## src/rtl/const_def.sv

```systemverilog
// Shared constants and types for the reorder buffer and its forwarding ports.
package const_def;

    localparam int DEF_ROB_DEPTH = 16;
    localparam int DEF_TAG_W     = 5;
    localparam int RD_W          = 5;
    localparam int XLEN          = 32;

    // Tag 0 means "no dependency"; entry i carries tag i+1.
    localparam logic [DEF_TAG_W-1:0] NO_TAG = '0;

    typedef enum logic [1:0] {
        ENT_EMPTY  = 2'd0,
        ENT_ISSUED = 2'd1,
        ENT_DONE   = 2'd2
    } ent_state_t;

endpackage

```

## src/rtl/rob_fwd_port.sv

```systemverilog
// One operand-forwarding port: looks a tag up among completed entries and
// falls back to the value currently on the CDB.
module rob_fwd_port
    import const_def::*;
#(
    parameter int ROB_DEPTH = DEF_ROB_DEPTH,
    parameter int TAG_W     = DEF_TAG_W
) (
    input  logic [TAG_W-1:0]     qry_tag,
    input  logic [ROB_DEPTH-1:0] done_mask,
    input  logic [XLEN-1:0]      ent_data [ROB_DEPTH],
    input  logic                 cdb_valid,
    input  logic [TAG_W-1:0]     cdb_tag,
    input  logic [XLEN-1:0]      cdb_data,
    output logic                 ready,
    output logic [XLEN-1:0]      data
);

    logic hit;

    // Tag 0 is always ready; a completed entry wins over the CDB bypass.
    always_comb begin
        ready = 1'b0;
        data  = '0;
        hit   = 1'b0;
        if (qry_tag == '0) begin
            ready = 1'b1;
        end else begin
            for (int i = 0; i < ROB_DEPTH; i++) begin
                if (done_mask[i] && (qry_tag == TAG_W'(i + 1))) begin
                    hit  = 1'b1;
                    data = ent_data[i];
                end
            end
            if (hit) begin
                ready = 1'b1;
            end else if (cdb_valid && (cdb_tag == qry_tag)) begin
                ready = 1'b1;
                data  = cdb_data;
            end
        end
    end

endmodule

```

## src/rtl/rob_commit.sv

```systemverilog
// Reorder buffer: allocates rename tags, captures CDB results and retires in
// program order, flushing everything on a mispredicted branch.
// Optional macro ROB_STAT_EN adds commit / mispredict counters.
module rob_commit
    import const_def::*;
#(
    parameter int ROB_DEPTH = DEF_ROB_DEPTH,
    parameter int TAG_W     = DEF_TAG_W
) (
    input  logic             clk,
    input  logic             rst,
    input  logic             rdy,
    input  logic             disp_valid,
    input  logic [RD_W-1:0]  disp_rd,
    input  logic             disp_is_branch,
    input  logic             disp_pred_taken,
    input  logic [XLEN-1:0]  disp_alt_pc,
    output logic [TAG_W-1:0] disp_tag,
    output logic             rob_full,
    input  logic [TAG_W-1:0] qry1_tag,
    input  logic [TAG_W-1:0] qry2_tag,
    output logic             qry1_ready,
    output logic             qry2_ready,
    output logic [XLEN-1:0]  qry1_data,
    output logic [XLEN-1:0]  qry2_data,
    input  logic             cdb_valid,
    input  logic [TAG_W-1:0] cdb_tag,
    input  logic [XLEN-1:0]  cdb_data,
    input  logic             cdb_taken,
    output logic             commit_valid,
    output logic [RD_W-1:0]  commit_rd,
    output logic [TAG_W-1:0] commit_tag,
    output logic [XLEN-1:0]  commit_data,
    output logic             wrong_commit,
    output logic [XLEN-1:0]  flush_pc
`ifdef ROB_STAT_EN
    ,
    output logic [31:0]      stat_commits,
    output logic [31:0]      stat_mispredicts
`endif
);

    localparam int PTR_W = $clog2(ROB_DEPTH);
    localparam int CNT_W = PTR_W + 1;

    logic [PTR_W-1:0]     head;
    logic [PTR_W-1:0]     tail;
    logic [CNT_W-1:0]     count;

    ent_state_t           ent_state  [ROB_DEPTH];
    logic [RD_W-1:0]      ent_rd     [ROB_DEPTH];
    logic                 ent_branch [ROB_DEPTH];
    logic                 ent_pred   [ROB_DEPTH];
    logic                 ent_taken  [ROB_DEPTH];
    logic [XLEN-1:0]      ent_alt_pc [ROB_DEPTH];
    logic [XLEN-1:0]      ent_data   [ROB_DEPTH];

    logic [ROB_DEPTH-1:0] done_mask;
    logic [ROB_DEPTH-1:0] cdb_sel;
    logic                 do_disp;
    logic                 do_retire;
    logic                 mispredict;

    // Dispatch handshake: the dispatcher offers disp_valid; the ROB accepts on
    // any edge where rdy is high and rob_full is low. rob_full comes from the
    // registered count only, so a slot freed by a retire in the same cycle is
    // not reusable until the following cycle.
    always_comb begin
        rob_full   = (count == CNT_W'(ROB_DEPTH));
        disp_tag   = rob_full ? '0 : TAG_W'(tail) + TAG_W'(1);
        do_disp    = rdy && disp_valid && !rob_full;
        do_retire  = rdy && (count != '0) && (ent_state[head] == ENT_DONE);
        mispredict = do_retire && ent_branch[head] &&
                     (ent_taken[head] != ent_pred[head]);
    end

    // Per-entry status: completed entries and CDB matches on issued entries.
    always_comb begin
        done_mask = '0;
        cdb_sel   = '0;
        for (int i = 0; i < ROB_DEPTH; i++) begin
            done_mask[i] = (ent_state[i] == ENT_DONE);
            cdb_sel[i]   = cdb_valid && (cdb_tag == TAG_W'(i + 1)) &&
                           (ent_state[i] == ENT_ISSUED);
        end
    end

    // Pointers, entry storage and the registered commit interface.
    always_ff @(posedge clk or negedge rst) begin
        if (!rst) begin
            head         <= '0;
            tail         <= '0;
            count        <= '0;
            commit_valid <= 1'b0;
            commit_rd    <= '0;
            commit_tag   <= '0;
            commit_data  <= '0;
            wrong_commit <= 1'b0;
            flush_pc     <= '0;
            for (int i = 0; i < ROB_DEPTH; i++) begin
                ent_state[i]  <= ENT_EMPTY;
                ent_rd[i]     <= '0;
                ent_branch[i] <= 1'b0;
                ent_pred[i]   <= 1'b0;
                ent_taken[i]  <= 1'b0;
                ent_alt_pc[i] <= '0;
                ent_data[i]   <= '0;
            end
        end else if (rdy) begin
            commit_valid <= 1'b0;
            wrong_commit <= 1'b0;
            if (do_retire) begin
                commit_valid <= 1'b1;
                commit_rd    <= mispredict ? '0 : ent_rd[head];
                commit_tag   <= TAG_W'(head) + TAG_W'(1);
                commit_data  <= ent_data[head];
                wrong_commit <= mispredict;
                if (mispredict) begin
                    flush_pc <= ent_alt_pc[head];
                end
            end
            if (mispredict) begin
                // Flush wins over any dispatch or CDB write in this cycle.
                head  <= '0;
                tail  <= '0;
                count <= '0;
                for (int i = 0; i < ROB_DEPTH; i++) begin
                    ent_state[i] <= ENT_EMPTY;
                end
            end else begin
                if (do_retire) begin
                    ent_state[head] <= ENT_EMPTY;
                    head            <= head + PTR_W'(1);
                end
                for (int i = 0; i < ROB_DEPTH; i++) begin
                    if (cdb_sel[i]) begin
                        ent_state[i] <= ENT_DONE;
                        ent_data[i]  <= cdb_data;
                        ent_taken[i] <= cdb_taken;
                    end
                end
                if (do_disp) begin
                    ent_state[tail]  <= ENT_ISSUED;
                    ent_rd[tail]     <= disp_is_branch ? '0 : disp_rd;
                    ent_branch[tail] <= disp_is_branch;
                    ent_pred[tail]   <= disp_pred_taken;
                    ent_alt_pc[tail] <= disp_alt_pc;
                    tail             <= tail + PTR_W'(1);
                end
                case ({do_disp, do_retire})
                    2'b10:   count <= count + CNT_W'(1);
                    2'b01:   count <= count - CNT_W'(1);
                    default: count <= count;
                endcase
            end
        end
    end

`ifdef ROB_STAT_EN
    // Free-running retire and mispredict counters, wrapping at 2^32.
    always_ff @(posedge clk or negedge rst) begin
        if (!rst) begin
            stat_commits     <= '0;
            stat_mispredicts <= '0;
        end else if (rdy) begin
            if (do_retire) begin
                stat_commits <= stat_commits + 32'd1;
            end
            if (mispredict) begin
                stat_mispredicts <= stat_mispredicts + 32'd1;
            end
        end
    end
`endif

    rob_fwd_port #(
        .ROB_DEPTH (ROB_DEPTH),
        .TAG_W     (TAG_W)
    ) u_fwd1 (
        .qry_tag   (qry1_tag),
        .done_mask (done_mask),
        .ent_data  (ent_data),
        .cdb_valid (cdb_valid),
        .cdb_tag   (cdb_tag),
        .cdb_data  (cdb_data),
        .ready     (qry1_ready),
        .data      (qry1_data)
    );

    rob_fwd_port #(
        .ROB_DEPTH (ROB_DEPTH),
        .TAG_W     (TAG_W)
    ) u_fwd2 (
        .qry_tag   (qry2_tag),
        .done_mask (done_mask),
        .ent_data  (ent_data),
        .cdb_valid (cdb_valid),
        .cdb_tag   (cdb_tag),
        .cdb_data  (cdb_data),
        .ready     (qry2_ready),
        .data      (qry2_data)
    );

endmodule

```

## config.mk

```make
export PLATFORM = sky130hd
export DESIGN_NAME = rob_commit
export DESIGN_NICKNAME = d
export VERILOG_FILES = /design/src/rtl/const_def.sv /design/src/rtl/rob_fwd_port.sv /design/src/rtl/rob_commit.sv
export SDC_FILE = /design/constraint.sdc
export NUM_CORES = 2
export LEC_CHECK = 0
export BUFFER_PORTS_ARGS = -buffer_cell sky130_fd_sc_hd__buf_2
export CORE_ASPECT_RATIO = 0.5
export CORE_MARGIN = 2
export CORE_UTILIZATION = 55
export CTS_BUF_LIST = sky130_fd_sc_hd__clkbuf_2
export CTS_CLUSTER_DIAMETER = 80
export CTS_CLUSTER_SIZE = 28
export DETAILED_ROUTE_END_ITERATION = 7
export HOLD_SLACK_MARGIN = 0.1
export PLACE_DENSITY = 0.73
export SKIP_CTS_REPAIR_TIMING = 1
export SYNTH_ARGS = -nofsm -noshare
export SYNTH_HDL_FRONTEND = slang
export SYNTH_SLANG_ARGS = --single-unit
```

## constraint.sdc

```tcl
create_clock -name clk -period 12.6 [get_ports clk]
set_input_delay 3.78 -clock clk [delete_from_list [all_inputs] [get_ports clk]]
set_output_delay 3.78 -clock clk [all_outputs]
set_load 0.005 [all_outputs]
```

==> flow_metrics.tcl <==
set metrics [dict create \
    synth_fa_ha_area_share_pct 0.240 \
    powerDensity_mw_per_mm2 162 \
    cp_common_cell "buf_2" \
    cp_slowest_cell "nor4bb_1" \
    fmaxAchievable_mhz 86.4 \
    worstPathMaxFanout 22 \
    fin_tns_setup_ns 0 \
    nets 4981 \
    crit_type "primary input to output pin" \
    multi_input_area_mm2 0.0321 \
    initial_core_util_pct 55.6 \
    synth_top_family_by_area "multiplexers" \
    dp_hpwl_um 130000 \
    core_mm2 0.118 \
    clock-sinks 1273 \
    io_buffer_count 239 \
    drc_errors 34 \
    area.growth.synth_to_final_pct 4.53 \
    power_mw 11.1 \
    startpoint_type "primary input" \
    ys_ff_latch 1273 \
    setup_viol 0 \
    grt_max_degree 181 \
    cts_root_buffer "clkbuf_2" \
    worst_pin_slew_ns 1.34 \
    drive_above_1_share_pct 34.5 \
    cap_violations 0 \
    vias 48700 \
    synth_area_leaders "dfrtp_1, mux2_2, mux4_2, mux2_1, clkbuf_1" \
    synthSimpleGateAreaFrac_pct 5.35 \
    grt_util_met3_pct 13.9 \
    grt_first_pass_wirelength_um 335000 \
    routed_wirelength_um 228000 \
    ys.flop_type "dfrtp_1" \
    fp-row-count 89 \
    cp_num_buf_inv 3 \
    synth_top_area_cell "dfrtp_1" \
    synth_compound_area_share_pct 9.74 \
    post_synth.cell_area_avg_um2 13.3 \
    layout_commonest_cell "dfrtp_1" \
    grt_usage_pct 36.9 \
    critPathCaptureType "output pin" \
    regArea_mm2 0.0319 \
    synth_top_area_share_pct 48.5 \
    globalRouteOverflowTotal 0 \
    cts_tree "yes" \
    dieArea_mm2 0.122 \
    period_needed_ns 11.57 \
    async_flop_share_pct 100 \
    via_per_inst 7.50 \
    grt_setup_unrepaired "no" \
    synthMuxAreaShare_pct 32.8 \
    worstPathArrival_ns 7.79 \
    h-tree-depth 2 \
    grt_use_met2_pct 52.8 \
    cp.required_ns 8.82 \
    ant_nets 0 \
    final.fill_count 9373 \
    min_path_type "register to register" \
    layout_common_cells "dfrtp_1, mux2_2, mux2_1" \
    synth_edf_count 0 \
    fin_hold_ws_ns 0.517 \
    finClkSkew_ns 0.192 \
    synthXorXnorAreaFrac_pct 0.306 \
    drt_first_pass_iters 8 \
    grtUsageMet1_pct 49.1 \
    timing.slew.headroom_pct 10.7 \
    die_x_um 493 \
    synth_area_mm2 0.0657 \
    syn_inst 4938 \
    synth_nets 5042 \
    clk_pin_slew_ns 0.47 \
    cp_slowest_stage_delay_ns 0.97 \
    antenna_found_initial 22 \
    ys_types 75 \
    cts_made_buffers 52 \
    insertion_delay_ns 1.65 \
    ys_warn_count 0 \
    grt_pass1_vias 49400 \
    place.gp.congestion 1.00 \
    crit_chain "buf_2 -> nor4bb_1 -> and2_1 -> buf_4 -> nor2_1 -> and3_1 -> a211oi_1 -> o21ai_0 -> a31oi_1 -> buf_2" \
    io_pins 240 \
    grt_busiest_layer "met2" \
    fin_util_pct 58.1 \
    status "complete, but fails checks" \
    violations "DRC" \
    slew_viol_final 0 \
    ys_seq_area_share_pct 48.5 \
    finalHoldViolCount 0 \
    p_leak_nw 31.4 \
    die_height_um 248 \
    max-clock-path-buffers 3 \
    path_delay_family "simple AND/OR/NAND/NOR gates" \
    first_iter_violations 7909 \
    irDropWorstVdd_v 0.000178 \
    wire_per_inst_um 35.0 \
    min_period_over_period_pct 91.8 \
]
-- registers in the layout, indices dropped and copies added, names as in the netlist --
signal	cells
ent_alt_pc	512
ent_data	512
ent_rd	80
commit_data	32
ent_state	32
flush_pc	32
ent_branch	16
ent_pred	16
ent_taken	16
commit_rd	5
commit_tag	5
count	5
head	4
tail	4
commit_valid	1
wrong_commit	1
-- area by class of cell --
cell class	instances	share of cell area (%)
flip-flops and latches	1273	46.4
well taps	1592	2.90
clock inverters	7	0.144
repair buffers	363	3.26
clock buffers	55	0.401
diodes	15	0.0546
inverters	22	0.120
multi-input cells	3165	46.7
-- kinds of logic after synthesis --
group,Yosys count
and+or+nand+nor,682
buffers and inverters,500
adders and majority gates,12
AOI/OAI and AO/OA,896
xor gates and xnor gates,23
DFF,1273
muxes,1552
-- synthesized netlist by cell type, drive strengths merged (27+ instances only) --
| cell type | n |
|---|---|
| a211o | 37 |
| a211oi | 29 |
| a21oi | 86 |
| a221oi | 106 |
| a222oi | 29 |
| a22o | 27 |
| a22oi | 139 |
| and3 | 35 |
| buf | 161 |
| clkbuf | 317 |
| dfrtp | 1273 |
| mux2 | 1187 |
| mux4 | 361 |
| nand2 | 221 |
| nand3 | 62 |
| nand4 | 34 |
| nor2 | 125 |
| nor3 | 37 |
| nor4 | 29 |
| o21ai | 138 |
| o22ai | 135 |
-- where the power goes --
part,internal [mW],switching [mW],total [mW]
clock,0.145,1.26,1.40
combinational,2.08,1.64,3.72
sequential,5.17,0.812,5.98
-- layer usage --
layer,share of wire (%),vias to the layer above
met3,14,1064
met2,42,3607
li1,-,18900
met1,37,25100
met4,6.8,20
met5,0.061,-
-- tightest hold or removal path: cells and delay by family (launching register included) --
family | cells | cell delay (ns)
DFF | 1 | 0.48
and+or+nand+nor | 2 | 0.10
-- worst paths after layout --
| kind | startpoint | to | slack [ns] | cells after the start |
|---|---|---|---|---|
| max | qry1_tag[3] | qry1_data[30] | 1.03 | 10 |
| min | flush_pc[26] | flush_pc[26] | 0.52 | 2 |
| max reg2reg | head[1] | ent_data[266] | 6.03 | 10 |
| min reg2reg | flush_pc[26] | flush_pc[26] | 0.52 | 2 |
| max in group asynchronous | rst | ent_alt_pc[442] | 8.21 | 3 |
| min in group asynchronous | rst | ent_alt_pc[229] | 2.17 | 1 |
-- through the flow --
stage / instances / worst slack [ns] / area, µm²
floorplan: 4938 / 2.68 / 65700
global placement: 6415 / 1.52 / 68300
detailed placement: 6415 / 1.46 / 68300
CTS: 6477 / 1.45 / 68700
global route: 6486 / 1.08 / 68700
finish: 6492 / 1.03 / 68700
No activity file was read; power rests on OpenSTA's default activity.
